## config.mk

```make
export PLATFORM = sky130hd
export DESIGN_NAME = multicycle_ctrl_flat
export DESIGN_NICKNAME = d
export VERILOG_FILES = /design/src/rtl/multicycle_ctrl_if.sv /design/src/rtl/multicycle_ctrl.sv /design/src/flat_wrapper.sv
export SDC_FILE = /design/constraint.sdc
export NUM_CORES = 1
export LEC_CHECK = 0
export CORE_MARGIN = 3
export CORE_UTILIZATION = 47
export DETAILED_ROUTE_END_ITERATION = 6
export PLACE_DENSITY = 0.91
export RECOVER_POWER = 50
export SLEW_MARGIN = 15
export SYNTH_ARGS = -nofsm -noshare
export SYNTH_HDL_FRONTEND = slang
export SYNTH_SLANG_ARGS = --single-unit
export TNS_END_PERCENT = 1
```

## constraint.sdc

```tcl
create_clock -name clk -period 2.8 [get_ports clk]
set_clock_uncertainty 0.2 [all_clocks]
set_input_delay 0.28 -clock clk [delete_from_list [all_inputs] [get_ports clk]]
set_output_delay 0.28 -clock clk [all_outputs]
set_load 0.1 [all_outputs]
```

## src/rtl/multicycle_ctrl_if.sv

```systemverilog
// Control/handshake bundle between the multi-cycle sequencer (master) and the
// datapath plus unified memory port (slave).
interface multicycle_ctrl_if;
    logic [6:0] opcode;
    logic [2:0] funct3;
    logic [6:0] funct7;
    logic       zero;
    logic       mem_ready;
    logic       mem_req;
    logic       mem_we;
    logic       iord;
    logic       ir_write;
    logic       pc_write;
    logic       pc_src;
    logic [1:0] alusrc_a;
    logic [1:0] alusrc_b;
    logic [3:0] aluctl;
    logic       regwrite;
    logic [1:0] wb_sel;
    logic       fault;
    logic       fault_illegal;
    logic [3:0] state;

    modport master (
        input  opcode, funct3, funct7, zero, mem_ready,
        output mem_req, mem_we, iord, ir_write, pc_write, pc_src, alusrc_a, alusrc_b,
        output aluctl, regwrite, wb_sel, fault, fault_illegal, state
    );

    modport slave (
        output opcode, funct3, funct7, zero, mem_ready,
        input  mem_req, mem_we, iord, ir_write, pc_write, pc_src, alusrc_a, alusrc_b,
        input  aluctl, regwrite, wb_sel, fault, fault_illegal, state
    );
endinterface

```

## src/rtl/multicycle_ctrl.sv

```systemverilog
// Multi-cycle RV32I-subset sequencer: one state per clock through fetch/decode/execute/
// memory/writeback, with memory-wait timeout and a sticky fault state.
module multicycle_ctrl #(
    parameter int unsigned MAX_WAIT = 15
) (
    input logic               clk,
    input logic               reset,
    multicycle_ctrl_if.master bus
);
    typedef enum logic [3:0] {
        StFetch   = 4'd0,  StDecode = 4'd1,  StExecR = 4'd2,  StExecI = 4'd3,
        StAluWb   = 4'd4,  StBranch = 4'd5,  StJal   = 4'd6,  StJalr  = 4'd7,
        StLui     = 4'd8,  StAuipc  = 4'd9,  StMemAddr = 4'd10, StMemRd = 4'd11,
        StMemWr   = 4'd12, StMemWb  = 4'd13, StFault = 4'd15
    } state_e;

    localparam logic [6:0] OpR     = 7'b0110011;
    localparam logic [6:0] OpI     = 7'b0010011;
    localparam logic [6:0] OpB     = 7'b1100011;
    localparam logic [6:0] OpJal   = 7'b1101111;
    localparam logic [6:0] OpJalr  = 7'b1100111;
    localparam logic [6:0] OpLui   = 7'b0110111;
    localparam logic [6:0] OpAuipc = 7'b0010111;
    localparam logic [6:0] OpLoad  = 7'b0000011;
    localparam logic [6:0] OpStore = 7'b0100011;

    localparam logic [3:0] AluAdd = 4'b0010;
    localparam logic [3:0] AluSub = 4'b0110;
    localparam logic [3:0] AluAnd = 4'b0000;
    localparam logic [3:0] AluOr  = 4'b0001;
    localparam logic [3:0] AluXor = 4'b0011;
    localparam logic [3:0] AluSlt = 4'b0111;

    localparam int unsigned CntW = (MAX_WAIT > 1) ? $clog2(MAX_WAIT + 1) : 1;
    localparam logic [CntW-1:0] WaitLast = CntW'(MAX_WAIT - 1);

    state_e          state_q, state_d, dec_next;
    logic [CntW-1:0] wait_q;
    logic            illegal_q;
    logic            f3_legal, r_legal, br_legal, mem_wait, timeout;
    logic [3:0]      f3_alu, r_alu;

    // Instruction legality and ALU function decode.
    always_comb begin
        f3_alu   = AluAdd;
        f3_legal = 1'b1;
        case (bus.funct3)
            3'b000:  f3_alu = AluAdd;
            3'b111:  f3_alu = AluAnd;
            3'b110:  f3_alu = AluOr;
            3'b100:  f3_alu = AluXor;
            3'b010:  f3_alu = AluSlt;
            default: f3_legal = 1'b0;
        endcase
        r_legal  = f3_legal && ((bus.funct7 == 7'b0000000) ||
                                (bus.funct3 == 3'b000 && bus.funct7 == 7'b0100000));
        r_alu    = (bus.funct7 == 7'b0100000) ? AluSub : f3_alu;
        br_legal = (bus.funct3 == 3'b000) || (bus.funct3 == 3'b001);

        case (bus.opcode)
            OpR:             dec_next = r_legal ? StExecR : StFault;
            OpI:             dec_next = f3_legal ? StExecI : StFault;
            OpB:             dec_next = br_legal ? StBranch : StFault;
            OpJal:           dec_next = StJal;
            OpJalr:          dec_next = StJalr;
            OpLui:           dec_next = StLui;
            OpAuipc:         dec_next = StAuipc;
            OpLoad, OpStore: dec_next = StMemAddr;
            default:         dec_next = StFault;
        endcase
    end

    // Next state; mem_ready takes priority over an expiring wait limit.
    always_comb begin
        mem_wait = ((state_q == StFetch) || (state_q == StMemRd) || (state_q == StMemWr)) &&
                   !bus.mem_ready;
        timeout  = mem_wait && (MAX_WAIT != 0) && (wait_q == WaitLast);
        state_d  = state_q;
        case (state_q)
            StFetch:   state_d = bus.mem_ready ? StDecode : (timeout ? StFault : StFetch);
            StDecode:  state_d = dec_next;
            StExecR, StExecI, StLui, StAuipc: state_d = StAluWb;
            StAluWb, StBranch, StJal, StJalr, StMemWb: state_d = StFetch;
            StMemAddr: state_d = (bus.opcode == OpLoad) ? StMemRd : StMemWr;
            StMemRd:   state_d = bus.mem_ready ? StMemWb : (timeout ? StFault : StMemRd);
            StMemWr:   state_d = bus.mem_ready ? StFetch : (timeout ? StFault : StMemWr);
            default:   state_d = StFault;
        endcase
    end

    always_ff @(posedge clk) begin
        if (reset) begin
            state_q   <= StFetch;
            wait_q    <= '0;
            illegal_q <= 1'b0;
        end else begin
            state_q <= state_d;
            if (state_d != state_q) begin
                wait_q <= '0;
            end else if (mem_wait) begin
                wait_q <= wait_q + CntW'(1);
            end
            if (timeout && state_d == StFault) begin
                illegal_q <= 1'b0;
            end else if (state_q != StFault && state_d == StFault) begin
                illegal_q <= 1'b1;
            end
        end
    end

    // Moore decode of the registered state; reset forces every output low at once.
    always_comb begin
        bus.mem_req       = 1'b0;
        bus.mem_we        = 1'b0;
        bus.iord          = 1'b0;
        bus.ir_write      = 1'b0;
        bus.pc_write      = 1'b0;
        bus.pc_src        = 1'b0;
        bus.alusrc_a      = 2'b00;
        bus.alusrc_b      = 2'b00;
        bus.aluctl        = AluAdd;
        bus.regwrite      = 1'b0;
        bus.wb_sel        = 2'b00;
        bus.fault         = 1'b0;
        bus.fault_illegal = 1'b0;
        bus.state         = state_q;
        case (state_q)
            StFetch: begin
                bus.mem_req  = 1'b1;
                bus.alusrc_b = 2'b01;
                bus.ir_write = bus.mem_ready;
                bus.pc_write = bus.mem_ready;
            end
            StDecode:  begin bus.alusrc_a = 2'b01; bus.alusrc_b = 2'b10; end
            StExecR:   begin bus.alusrc_a = 2'b10; bus.aluctl = r_alu; end
            StExecI:   begin bus.alusrc_a = 2'b10; bus.alusrc_b = 2'b10; bus.aluctl = f3_alu; end
            StAluWb:   bus.regwrite = 1'b1;
            StBranch: begin
                bus.alusrc_a = 2'b10;
                bus.aluctl   = AluSub;
                bus.pc_write = (bus.funct3 == 3'b000) ? bus.zero : !bus.zero;
                bus.pc_src   = 1'b1;
            end
            StJal: begin
                bus.regwrite = 1'b1;
                bus.wb_sel   = 2'b10;
                bus.pc_write = 1'b1;
                bus.pc_src   = 1'b1;
            end
            StJalr: begin
                bus.alusrc_a = 2'b10;
                bus.alusrc_b = 2'b10;
                bus.pc_write = 1'b1;
                bus.regwrite = 1'b1;
                bus.wb_sel   = 2'b10;
            end
            StLui:     begin bus.alusrc_a = 2'b11; bus.alusrc_b = 2'b10; end
            StAuipc:   begin bus.alusrc_a = 2'b01; bus.alusrc_b = 2'b10; end
            StMemAddr: begin bus.alusrc_a = 2'b10; bus.alusrc_b = 2'b10; end
            StMemRd:   begin bus.mem_req = 1'b1; bus.iord = 1'b1; end
            StMemWr:   begin bus.mem_req = 1'b1; bus.mem_we = 1'b1; bus.iord = 1'b1; end
            StMemWb:   begin bus.regwrite = 1'b1; bus.wb_sel = 2'b01; end
            default: begin
                bus.fault         = 1'b1;
                bus.fault_illegal = illegal_q;
            end
        endcase
        if (reset) begin
            bus.mem_req       = 1'b0;
            bus.mem_we        = 1'b0;
            bus.iord          = 1'b0;
            bus.ir_write      = 1'b0;
            bus.pc_write      = 1'b0;
            bus.pc_src        = 1'b0;
            bus.alusrc_a      = 2'b00;
            bus.alusrc_b      = 2'b00;
            bus.aluctl        = 4'b0000;
            bus.regwrite      = 1'b0;
            bus.wb_sel        = 2'b00;
            bus.fault         = 1'b0;
            bus.fault_illegal = 1'b0;
            bus.state         = 4'd0;
        end
    end
endmodule

```

## src/flat_wrapper.sv

```systemverilog
// flat-port wrapper written by rule: the top's interface ports become plain ports
module multicycle_ctrl_flat 
#(
    parameter int unsigned MAX_WAIT = 15
)
  (clk, reset, bus_opcode, bus_funct3, bus_funct7, bus_zero, bus_mem_ready, bus_mem_req, bus_mem_we, bus_iord, bus_ir_write, bus_pc_write, bus_pc_src, bus_alusrc_a, bus_alusrc_b, bus_aluctl, bus_regwrite, bus_wb_sel, bus_fault, bus_fault_illegal, bus_state);
  multicycle_ctrl_if bus_i ();
  input logic clk;
  input logic reset;
  input wire logic [$bits(bus_i.opcode)-1:0] bus_opcode;
  input wire logic [$bits(bus_i.funct3)-1:0] bus_funct3;
  input wire logic [$bits(bus_i.funct7)-1:0] bus_funct7;
  input wire logic [$bits(bus_i.zero)-1:0] bus_zero;
  input wire logic [$bits(bus_i.mem_ready)-1:0] bus_mem_ready;
  output wire logic [$bits(bus_i.mem_req)-1:0] bus_mem_req;
  output wire logic [$bits(bus_i.mem_we)-1:0] bus_mem_we;
  output wire logic [$bits(bus_i.iord)-1:0] bus_iord;
  output wire logic [$bits(bus_i.ir_write)-1:0] bus_ir_write;
  output wire logic [$bits(bus_i.pc_write)-1:0] bus_pc_write;
  output wire logic [$bits(bus_i.pc_src)-1:0] bus_pc_src;
  output wire logic [$bits(bus_i.alusrc_a)-1:0] bus_alusrc_a;
  output wire logic [$bits(bus_i.alusrc_b)-1:0] bus_alusrc_b;
  output wire logic [$bits(bus_i.aluctl)-1:0] bus_aluctl;
  output wire logic [$bits(bus_i.regwrite)-1:0] bus_regwrite;
  output wire logic [$bits(bus_i.wb_sel)-1:0] bus_wb_sel;
  output wire logic [$bits(bus_i.fault)-1:0] bus_fault;
  output wire logic [$bits(bus_i.fault_illegal)-1:0] bus_fault_illegal;
  output wire logic [$bits(bus_i.state)-1:0] bus_state;
  assign bus_i.opcode = bus_opcode;
  assign bus_i.funct3 = bus_funct3;
  assign bus_i.funct7 = bus_funct7;
  assign bus_i.zero = bus_zero;
  assign bus_i.mem_ready = bus_mem_ready;
  assign bus_mem_req = bus_i.mem_req;
  assign bus_mem_we = bus_i.mem_we;
  assign bus_iord = bus_i.iord;
  assign bus_ir_write = bus_i.ir_write;
  assign bus_pc_write = bus_i.pc_write;
  assign bus_pc_src = bus_i.pc_src;
  assign bus_alusrc_a = bus_i.alusrc_a;
  assign bus_alusrc_b = bus_i.alusrc_b;
  assign bus_aluctl = bus_i.aluctl;
  assign bus_regwrite = bus_i.regwrite;
  assign bus_wb_sel = bus_i.wb_sel;
  assign bus_fault = bus_i.fault;
  assign bus_fault_illegal = bus_i.fault_illegal;
  assign bus_state = bus_i.state;
  multicycle_ctrl #(.MAX_WAIT(MAX_WAIT)) u_core (.clk(clk), .reset(reset), .bus(bus_i));
endmodule
```

==> results of run 1 <==
sequential cells by signal (all words and copies together) (netlist names):
| signal | flops |
|---|---|
| u_core.wait_q | 4 |
| u_core.illegal_q | 1 |
| u_core.state_q | 4 |
layer usage:
metal,share of wire [%],track usage (%)
met2,47,38.3
met3,8.5,3.27
met1,42,34.5
met4,2.3,9.49
met5,0,0
cells by family (layout without fill, tap and decap cells):
kind of cell               after synthesis  count (layout)  share of synthesized area (%)
and+or+nand+nor                         93              93                           39.3
AOI/OAI and AO/OA                       57              57                           32.9
buffers and inverters                   20              62                           6.94
DFF                                      9               9                           13.3
xor gates and xnor gates                 7               7                           4.53
adders and majority gates                2               2                           1.85
other                                    1               1                          0.277
muxes                                    1               1                          0.833
tightest hold or removal path: stages (launching register included):
cell and delay, ps:
dfxtp_1 340, xnor2_1 150, nor3_1 40
metrics by stage:
| step | instance area (µm²) | total power [µW] | TNS (ps) | hold slack, ps | utilization, % |
|---|---|---|---|---|---|
| floorplan | 1400 | 961 | -2440 | 256 | - |
| global placement | 2090 | 1280 | 0 | 357 | 80.0 |
| detailed placement | 2090 | 1300 | 0 | 366 | 80.0 |
| CTS | 2120 | 1410 | 0 | 384 | 81.0 |
| global route | 2060 | 1450 | 0 | 426 | 78.7 |
| finish | 2060 | 1380 | 0 | 381 | 78.7 |
timing repair:
| item | in CTS | in global routing |
|---|---|---|
| setup endpoints to repair | 0 | 1 |
| resized for setup | 0 | 1 |
| setup buffers | 0 | 0 |
final timing paths:
kind / startpoint / to / slack, ps / depth (start not counted)
setup / recovery: u_core.state_q[1]$_SDFF_PP0_ / bus_aluctl[0] / 170 / 5
hold / removal: u_core.wait_q[0]$_SDFFE_PP0P_ / u_core.wait_q[0]$_SDFFE_PP0P_ / 380 / 2
setup reg to reg: u_core.state_q[1]$_SDFF_PP0_ / u_core.wait_q[1]$_SDFFE_PP0P_ / 300 / 6
hold reg to reg: u_core.wait_q[0]$_SDFFE_PP0P_ / u_core.wait_q[0]$_SDFFE_PP0P_ / 380 / 2
power by group through the flow:
stage	logic (µW)	clock network (µW)	registers (µW)
2_1_floorplan	792	0	169
3_3_place_gp	1070	0	208
3_5_place_dp	1090	0	210
4_1_cts	1090	105	207
5_1_grt	1120	112	215
6_report	1070	103	208
Yosys cell counts (2+ instances only):
master	n	share of area, %
o22ai_1	3	1.4
nor3_1	6	2.2
and3_1	4	1.8
nor4_1	5	2.3
xor2_1	2	1.3
nand3b_1	2	1.1
nand2b_1	2	0.92
o21ai_0	6	2.2
a2bb2oi_1	2	1.3
or2_2	2	0.92
nand2_1	14	3.9
dfxtp_1	9	13
nor2b_1	7	3.2
nor3b_1	2	1.1
a31oi_1	2	0.92
a21boi_0	4	2.2
nand3_1	5	1.8
nor2_1	19	5.3
nand4_1	2	0.92
clkbuf_1	6	1.7
o21bai_1	2	1.1
inv_1	5	1.4
nor4b_1	2	1.3
o211ai_1	3	1.7
buf_2	5	1.8
a21oi_1	12	4.4
ha_1	2	1.8
xnor2_1	5	3.2
buf_4	3	1.7
and3b_1	2	1.3
or3_1	4	1.8
and2_1	5	2.3
final cells by class:
| type | instances | area [µm²] | share of cell area (%) |
|---|---|---|---|
| multi-input combinational | 161 | 1120 | 54.3 |
| timing repair buffer | 53 | 678 | 33.0 |
| sequential | 9 | 180 | 8.76 |
| tap | 30 | 37.5 | 1.82 |
| clock buffer | 4 | 26.3 | 1.28 |
| inverter | 5 | 18.8 | 0.912 |
==> metrics.txt, run 1 <==
Hold Buf Count CTS 0; RSZ-0062 raised after global routing false; most frequent cells in the layout nor2_1 (19), clkdlybuf4s50_1 (19), buf_12 (19); crit path kind reg2out; GR Overflow Total 0; Startpoint Class flop; Global Route Usage Sum between 20% and 30%; Crit path max-delay family simple AND/OR/NAND/NOR gates; initial antenna violation count 0; Rows 18; vias in the first global route between 1k and 1.5k; DRC 0; Sink Count 9; pwr/cell area 671 nW/µm²; setup violators final 0; I/O pin total between 40 and 50; Clock Latency Late Sink about 260 ps; Iter 0 DRT Violations 150; routed vias/inst about 6.4; MaxCap Viol Count 0; largest net degree at the start of global routing 17; Worst Tran Pin Value just under 1000 ps; clock root buffer clkbuf_4; Syn Nets ~210; detailed-route via count approximately 1.7k; Syn. warnings 0; status completed; max_slew headroom a little over a third; worst min path class reg2reg; Area Overhead vs Synth 52.1%; die extent in y between 50 and 60 µm; H-tree depth 1; Max Root-Sink Buffers 2; Reg power frac between 10% and 20%; P_leak between 0.0007 and 0.0008 µW; RePlAce Congestion ~0.97; crit path max fanout 16; slowest cell on the critical path dfxtp_1; CP cell instances nor2b_1 > a21oi_1 > or3_1 > nor4b_4 > buf_12; Buf/Inv on CP 1; Nets around 260; First-pass DRT Iterations 5; fin. max-slew vios 0; Starting Density 51.8%; switching part of the total 56.8%; Post-synth EDFFs 0; NetSw around 800 µW; diode count 0; PortBufs 42; fillers about 170; dpl cells approximately 260; Power Internal between 500 and 600 µW; WL/cell about 17 µm; post-route ant nets 0; clock share of power around 7.5%; die area ~3600 µm²; Final min period around 2600 ps; Post-Layout Cell Count 262; Fin. Hold Viols 0; Worst VDD drop about 710 µV; TritonCTS clock tree done; Gate power share roughly 77%; Setup crit end kind primary output; Required @ worst endpoint about 2300 ps; pre-CTS WS 71.2 ps; Max Clock Freq ~380 MHz; Setup WS post-layout 172 ps; DPL Wire Length around 3.5 mm; Worst-path clk slew approximately 70 ps; Mapped Avg Cell Area ~7.1 µm²; share of post-route cells with drive strength above 1 between 20% and 30%; Synth cell types 68; Mapped Cells 190; Post-Route WL around 4.4 mm; Top FF cell, synth dfxtp_1; post-route clock period utilization roughly 94%; CTS buffer count 3; sequential share of the synthesized area 13.3%; asr flop ratio synth 0%; Synth Cell Area about 1400 µm²; crit path DAT 2150 ps; Die W around 60 µm; Core ar. between 2000 and 3000 µm²; CP peak stage delay between 600 and 700 ps; flops & latches, synth 9; first-pass GRT wire length between 6 and 7 mm
Power figures use the tool's default switching activity.
==> inputs of run 2 (changes only) <==
- CORE_UTILIZATION: 47 -> 45
- GPL_TIMING_DRIVEN: unset -> 0
- PLACE_DENSITY: 0.91 -> 0.78
==> metrics.txt, run 2 (same netlist as run 1, synthesis figures left out) <==
status completed (unchanged); Max Clock Freq 371 MHz (was 381 MHz); share of post-route cells with drive strength above 1 23.9% (was 23.7%); WL/cell 16.2 µm (was 16.7 µm); crit path max fanout 10 (was 16); Area Overhead vs Synth 33.9% (was 52.1%); die extent in y 60.8 µm (was 59.6 µm); Die W 60.8 µm (was 59.6 µm); R2R cell count 7 (was 6); Clock Latency Late Sink 250 ps (was 260 ps); Setup Fix Bufs, Post-CTS 0 (unchanged); Reg power frac 14.3% (was 15.1%); Setup crit end kind primary output (unchanged); first-pass GRT wire length 6.86 mm (was 6.92 mm); Starting Density 48.2% (was 51.8%); routed vias/inst 6.18 (was 6.39); die area 3700 µm² (was 3560 µm²); fillers 261 (was 174); RSZ-0062 raised after global routing false (unchanged); register area 180 µm² (unchanged); slowest cell on the critical path dlygate4sd2_1 (was dfxtp_1); clock root buffer clkbuf_4 (unchanged); crit path DAT 2220 ps (was 2150 ps); First-pass DRT Iterations 4 (was 5); I/O pin total 44 (unchanged); vias in the first global route 1483 (was 1476); Worst VDD drop 411 µV (was 707 µV); Sink Count 9 (unchanged); GR Overflow Total 0 (unchanged); Startpoint Class flop (unchanged); Crit path max-delay family buffers and inverters (was simple AND/OR/NAND/NOR gates); worst hold slack 366 ps (was 381 ps); crit path kind reg2out (unchanged); MaxCap Viol Count 0 (unchanged); worst hold stages 4 (was 2); area of the multi-input gates 1120 µm² (about the same); DPL Wire Length 3.43 mm (was 3.47 mm); largest net degree at the start of global routing 11 (was 17); Gate power share 78.0% (was 77.4%); NetSw 761 µW (was 784 µW); Post-Route WL 4.30 mm (was 4.37 mm); post-route ant nets 0 (unchanged); initial antenna violation count 0 (unchanged); Max Root-Sink Buffers 2 (unchanged); Rows 19 (was 18); Setup TNS 0 ps (unchanged); post-route clock period utilization 96.4% (was 93.8%); detailed-route via count 1639 (was 1675); commonest non-fill, non-tap cell in the layout nor2_1; PortBufs 40 (was 42); worst min path class in2reg (was reg2reg); most frequent cells in the layout nor2_1 (18), clkdlybuf4s50_1 (17), nand2_1 (14) (was nor2_1 (19), clkdlybuf4s50_1 (19), buf_12 (19)); P_leak 0.000687 µW (was 0.000777 µW); max_slew headroom 22.2% (was 35.3%); Fin. Hold Viols 0 (unchanged); Global Route Usage Sum 23.9% (was 24.8%); RePlAce Congestion 0.974 (was 0.969); CTS buffer count 3 (unchanged); Hold Buf Count CTS 0 (unchanged); clock share of power 7.7% (was 7.5%); setup violators final 0 (unchanged); fin. max-slew vios 0 (unchanged); CP cell instances buf_4 > nor2_1 > nand2_1 > nor2_2 > dlygate4sd2_1 (was nor2b_1 > a21oi_1 > or3_1 > nor4b_4 > buf_12); biggest regs u_core.state_q (4), u_core.wait_q (4), u_core.illegal_q (1) (unchanged); switching part of the total 61.3% (was 56.8%); Crit path depth 5 (unchanged); Nets 258 (was 256); Iter 0 DRT Violations 121 (was 150); Final min period 2700 ps (was 2630 ps); CP peak stage delay 860 ps (was 650 ps); Worst-path clk slew 60 ps (was 70 ps); TritonCTS clock tree done (unchanged); Required @ worst endpoint 2320 ps (about the same); diode count 0 (unchanged); DRC 0 (unchanged); Worst Tran Pin Value 1170 ps (was 970 ps); H-tree depth 1 (unchanged); final core occ 64.5% (was 78.7%); Power Internal 481 µW (was 595 µW); Buf/Inv on CP 2 (was 1); Core ar. 2810 µm² (was 2610 µm²); pwr/cell area 686 nW/µm² (was 671 nW/µm²)
-- run 2: power by group through the flow --
stage          combinational [µW]  clock, µW  sequential, µW
2_1_floorplan                 792          0             169
3_3_place_gp                  988          0             176
5_1_grt                      1040        109             178
4_1_cts                       981        101             176
3_5_place_dp                  999          0             179
6_report                      968       95.8             178
-- run 2: metrics by stage --
stage | cells | setup slack, ps | power, µW | instance area, µm²
floorplan | 190 | -463 | 961 | 1400
global placement | 261 | -568 | 1160 | 1840
detailed placement | 261 | -583 | 1180 | 1840
global route | 265 | 4.36 | 1330 | 1810
CTS | 265 | -257 | 1260 | 1870
finish | 265 | 102 | 1240 | 1810
-- run 2: timing repair --
action                     4_1_cts  5_1_grt
setup endpoints to repair       21       14
resized for setup               58       24
pin swaps                        0        0
-- run 2: worst reg2reg max path, stage by stage, from the launching register on --
cell and delay, ps:
dfxtp_1 380, ha_1 250, nand3_2 120, or4_1 410, a211oi_1 480, o31a_1 190, o211ai_2 150, a2111oi_4 290
-- run 2: layout make-up --
| class | count | area share, % |
|---|---|---|
| sequential | 9 | 9.95 |
| buffer | 15 | 4.28 |
| clock buffer | 4 | 1.45 |
| timing repair buffer | 40 | 19.4 |
| multi-input combinational | 161 | 61.8 |
| tap | 31 | 2.14 |
| inverter | 5 | 1.04 |
-- run 2: metal layers --
| layer | up-vias | GRT usage [%] | part of all wire, % |
|---|---|---|---|
| met5 | - | 0 | 0 |
| li1 | 799 | - | - |
| met3 | 8 | 1.49 | 7.5 |
| met1 | 758 | 33.8 | 44 |
| met2 | 74 | 38.8 | 47 |
| met4 | 0 | 7.43 | 1.1 |
-- run 2: path summary, 6_finish.rpt --
kind	from	endpoint	slack, ps
setup reg to reg	u_core.wait_q[1]$_SDFFE_PP0P_	u_core.wait_q[1]$_SDFFE_PP0P_	230
setup / recovery	u_core.state_q[0]$_SDFF_PP0_	bus_alusrc_b[0]	100
hold / removal	bus_mem_ready	u_core.wait_q[0]$_SDFFE_PP0P_	370
hold reg to reg	u_core.illegal_q$_SDFFE_PP0P_	u_core.illegal_q$_SDFFE_PP0P_	380
==> inputs of run 3 (changes only) <==
- GPL_TIMING_DRIVEN: 0 -> unset
==> metrics.txt, run 3 (same netlist as run 1, synthesis figures left out) <==
crit path kind in2out (was reg2out); Clock Latency Late Sink 260 ps (was 250 ps); Final min period 2600 ps (was 2700 ps); DPL Wire Length 3.33 mm (was 3.43 mm); DRC 0 (unchanged); worst setup path startpoint bus_funct7[1] (was u_core.state_q[0]$_SDFF_PP0_); P_leak 0.000759 µW (was 0.000687 µW); setup violators final 0 (unchanged); Die W 60.8 µm (unchanged); crit path DAT 2120 ps (was 2220 ps); H-tree depth 1 (unchanged); Nets 254 (was 258); final core occ 73.4% (was 64.5%); R2R Path End u_core.wait_q[0]$_SDFFE_PP0P_ (was u_core.wait_q[1]$_SDFFE_PP0P_); CP cell instances clkdlybuf4s50_1 > nor4_1 > nand4b_1 > and3b_1 > a31oi_1 > buf_12 (was buf_4 > nor2_1 > nand2_1 > nor2_2 > dlygate4sd2_1); largest net degree at the start of global routing 20 (was 11); worst min path class reg2reg (was in2reg); pwr/cell area 681 nW/µm² (was 686 nW/µm²); Global Route Usage Sum 23.9% (about the same); Setup WS post-layout 199 ps (was 102 ps); share of post-route cells with drive strength above 1 23.9% (about the same); dpl cells 257 (was 261); Critical path destination bus_aluctl[1] (was bus_alusrc_b[0]); clock root buffer clkbuf_4 (unchanged); Startpoint Class input port (was flop); Worst VDD drop 413 µV (was 411 µV); min-delay src u_core.illegal_q$_SDFFE_PP0P_ (was bus_mem_ready); Worst-path clk slew 60 ps (about the same); biggest regs u_core.state_q (4), u_core.wait_q (4), u_core.illegal_q (1) (unchanged); fin. max-slew vios 0 (unchanged); worst hold stages 2 (was 4); Max Clock Freq 385 MHz (was 371 MHz); overall power 1400 µW (was 1240 µW); most frequent cells in the layout buf_12 (20), nor2_1 (19), clkdlybuf4s50_1 (19) (was nor2_1 (18), clkdlybuf4s50_1 (17), nand2_1 (14)); Hold Buf Count CTS 0 (unchanged); RSZ-0062 raised after global routing false (unchanged); I/O pin total 44 (unchanged); Core ar. 2810 µm² (unchanged); routed vias/inst 6.13 (was 6.18); Required @ worst endpoint 2320 ps (about the same); Setup Fix Bufs, Post-CTS 0 (unchanged); detailed-route via count 1599 (was 1639); pre-CTS WS 55.5 ps (was -583 ps); Setup crit end kind primary output (unchanged); slowest cell on the critical path nor4_1 (was dlygate4sd2_1); die area 3700 µm² (unchanged); commonest non-fill, non-tap cell in the layout buf_12 (was nor2_1); fin area 2060 µm² (was 1810 µm²); First-pass DRT Iterations 4 (unchanged); Rows 19 (unchanged); RePlAce Congestion 0.934 (was 0.974); r2r setup slk 280 ps (was 230 ps); initial antenna violation count 0 (unchanged); GR Overflow Total 0 (unchanged); max_slew headroom 57.6% (was 22.2%); Worst R2R Start u_core.state_q[0]$_SDFF_PP0_ (was u_core.wait_q[1]$_SDFFE_PP0P_); diode count 0 (unchanged); Post-Route WL 4.12 mm (was 4.30 mm); crit path max fanout 3 (was 10); Area Overhead vs Synth 52.2% (was 33.9%); Fin. Hold Viols 0 (unchanged); Sink Count 9 (unchanged); die extent in y 60.8 µm (unchanged); post-route ant nets 0 (unchanged); post-route clock period utilization 92.9% (was 96.4%); Iter 0 DRT Violations 79 (was 121); Area after DPL 2080 µm² (was 1840 µm²); TritonCTS clock tree done (unchanged); R2R cell count 7 (unchanged); CP peak stage delay 490 ps (was 860 ps); Crit path max-delay family simple AND/OR/NAND/NOR gates (was buffers and inverters); Max Root-Sink Buffers 2 (unchanged); post_cts resized 0 (was 58); MaxCap Viol Count 0 (unchanged); first-pass GRT wire length 6.82 mm (was 6.86 mm); status completed (unchanged); Crit path depth 6 (was 5); vias in the first global route 1430 (was 1483); CTS buffer count 3 (unchanged); PortBufs 42 (was 40); Buf/Inv on CP 2 (unchanged); Post-Layout Cell Count 261 (was 265); WL/cell 15.8 µm (was 16.2 µm); Starting Density 48.2% (unchanged); Worst Tran Pin Value 636 ps (was 1170 ps)
[run 3: cell count changes in the layout (fill, tap and decap cells not counted), sizes merged]
| cell | before | now |
|---|---|---|
| clkdlybuf4s50 | 17 | 19 |
| dlygate4sd2 | 1 | 0 |
| clkdlybuf4s15 | 8 | 0 |
| buf | 14 | 28 |
| clkbuf | 18 | 7 |
[run 3: routing by layer]
layer  share of wire (%)  global-route usage (%)  vias up  wire length, µm
met1                  43                    33.9      722             1790
met3                 7.9                    2.77       11              325
met5                   0                       0        -                0
met2                  46                    36.9       76             1910
li1                    -                       -      790                -
met4                 2.2                    8.67        0               91
[run 3: area by class of cell]
class | count | area (µm²)
flip-flops and latches | 9 | 180
well taps | 31 | 38.8
clock buffers | 4 | 26.3
fillers | 227 | 747
multi-input cells | 161 | 1120
repair buffers | 51 | 671
inverters | 5 | 18.8
[run 3: how the worst min path moves through the flow]
stage,to
6_report,u_core.illegal_q$_SDFFE_PP0P_
3_3_place_gp,u_core.illegal_q$_SDFFE_PP0P_
4_1_cts,u_core.illegal_q$_SDFFE_PP0P_
3_5_place_dp,u_core.illegal_q$_SDFFE_PP0P_
5_1_grt,u_core.illegal_q$_SDFFE_PP0P_
2_1_floorplan,u_core.illegal_q$_SDFFE_PP0P_
[run 3: power by group]
| part | leakage [µW] | internal (µW) | switching [µW] |
|---|---|---|---|
| combinational | 0.000671 | 408 | 688 |
| clock | 0.0000150 | 54.8 | 44.1 |
| sequential | 0.0000732 | 150 | 57.3 |
[run 3: per-stage QoR]
| step | TNS (ps) | hold WS [ps] |
|---|---|---|
| 2_1_floorplan | -2440 | 256 |
| 3_5_place_dp | 0 | 326 |
| 4_1_cts | 0 | 336 |
| 6_report | 0 | 334 |
| 5_1_grt | 0 | 369 |
| 3_3_place_gp | 0 | 313 |
[run 3: worst reg2reg max path: stages (launching register included)]
cell,delay [ps]
dfxtp_1,510
clkbuf_1,360
nor2b_1,130
nand3_1,130
o21ai_2,110
nor4_1,470
a221o_1,360
nor3_1,110
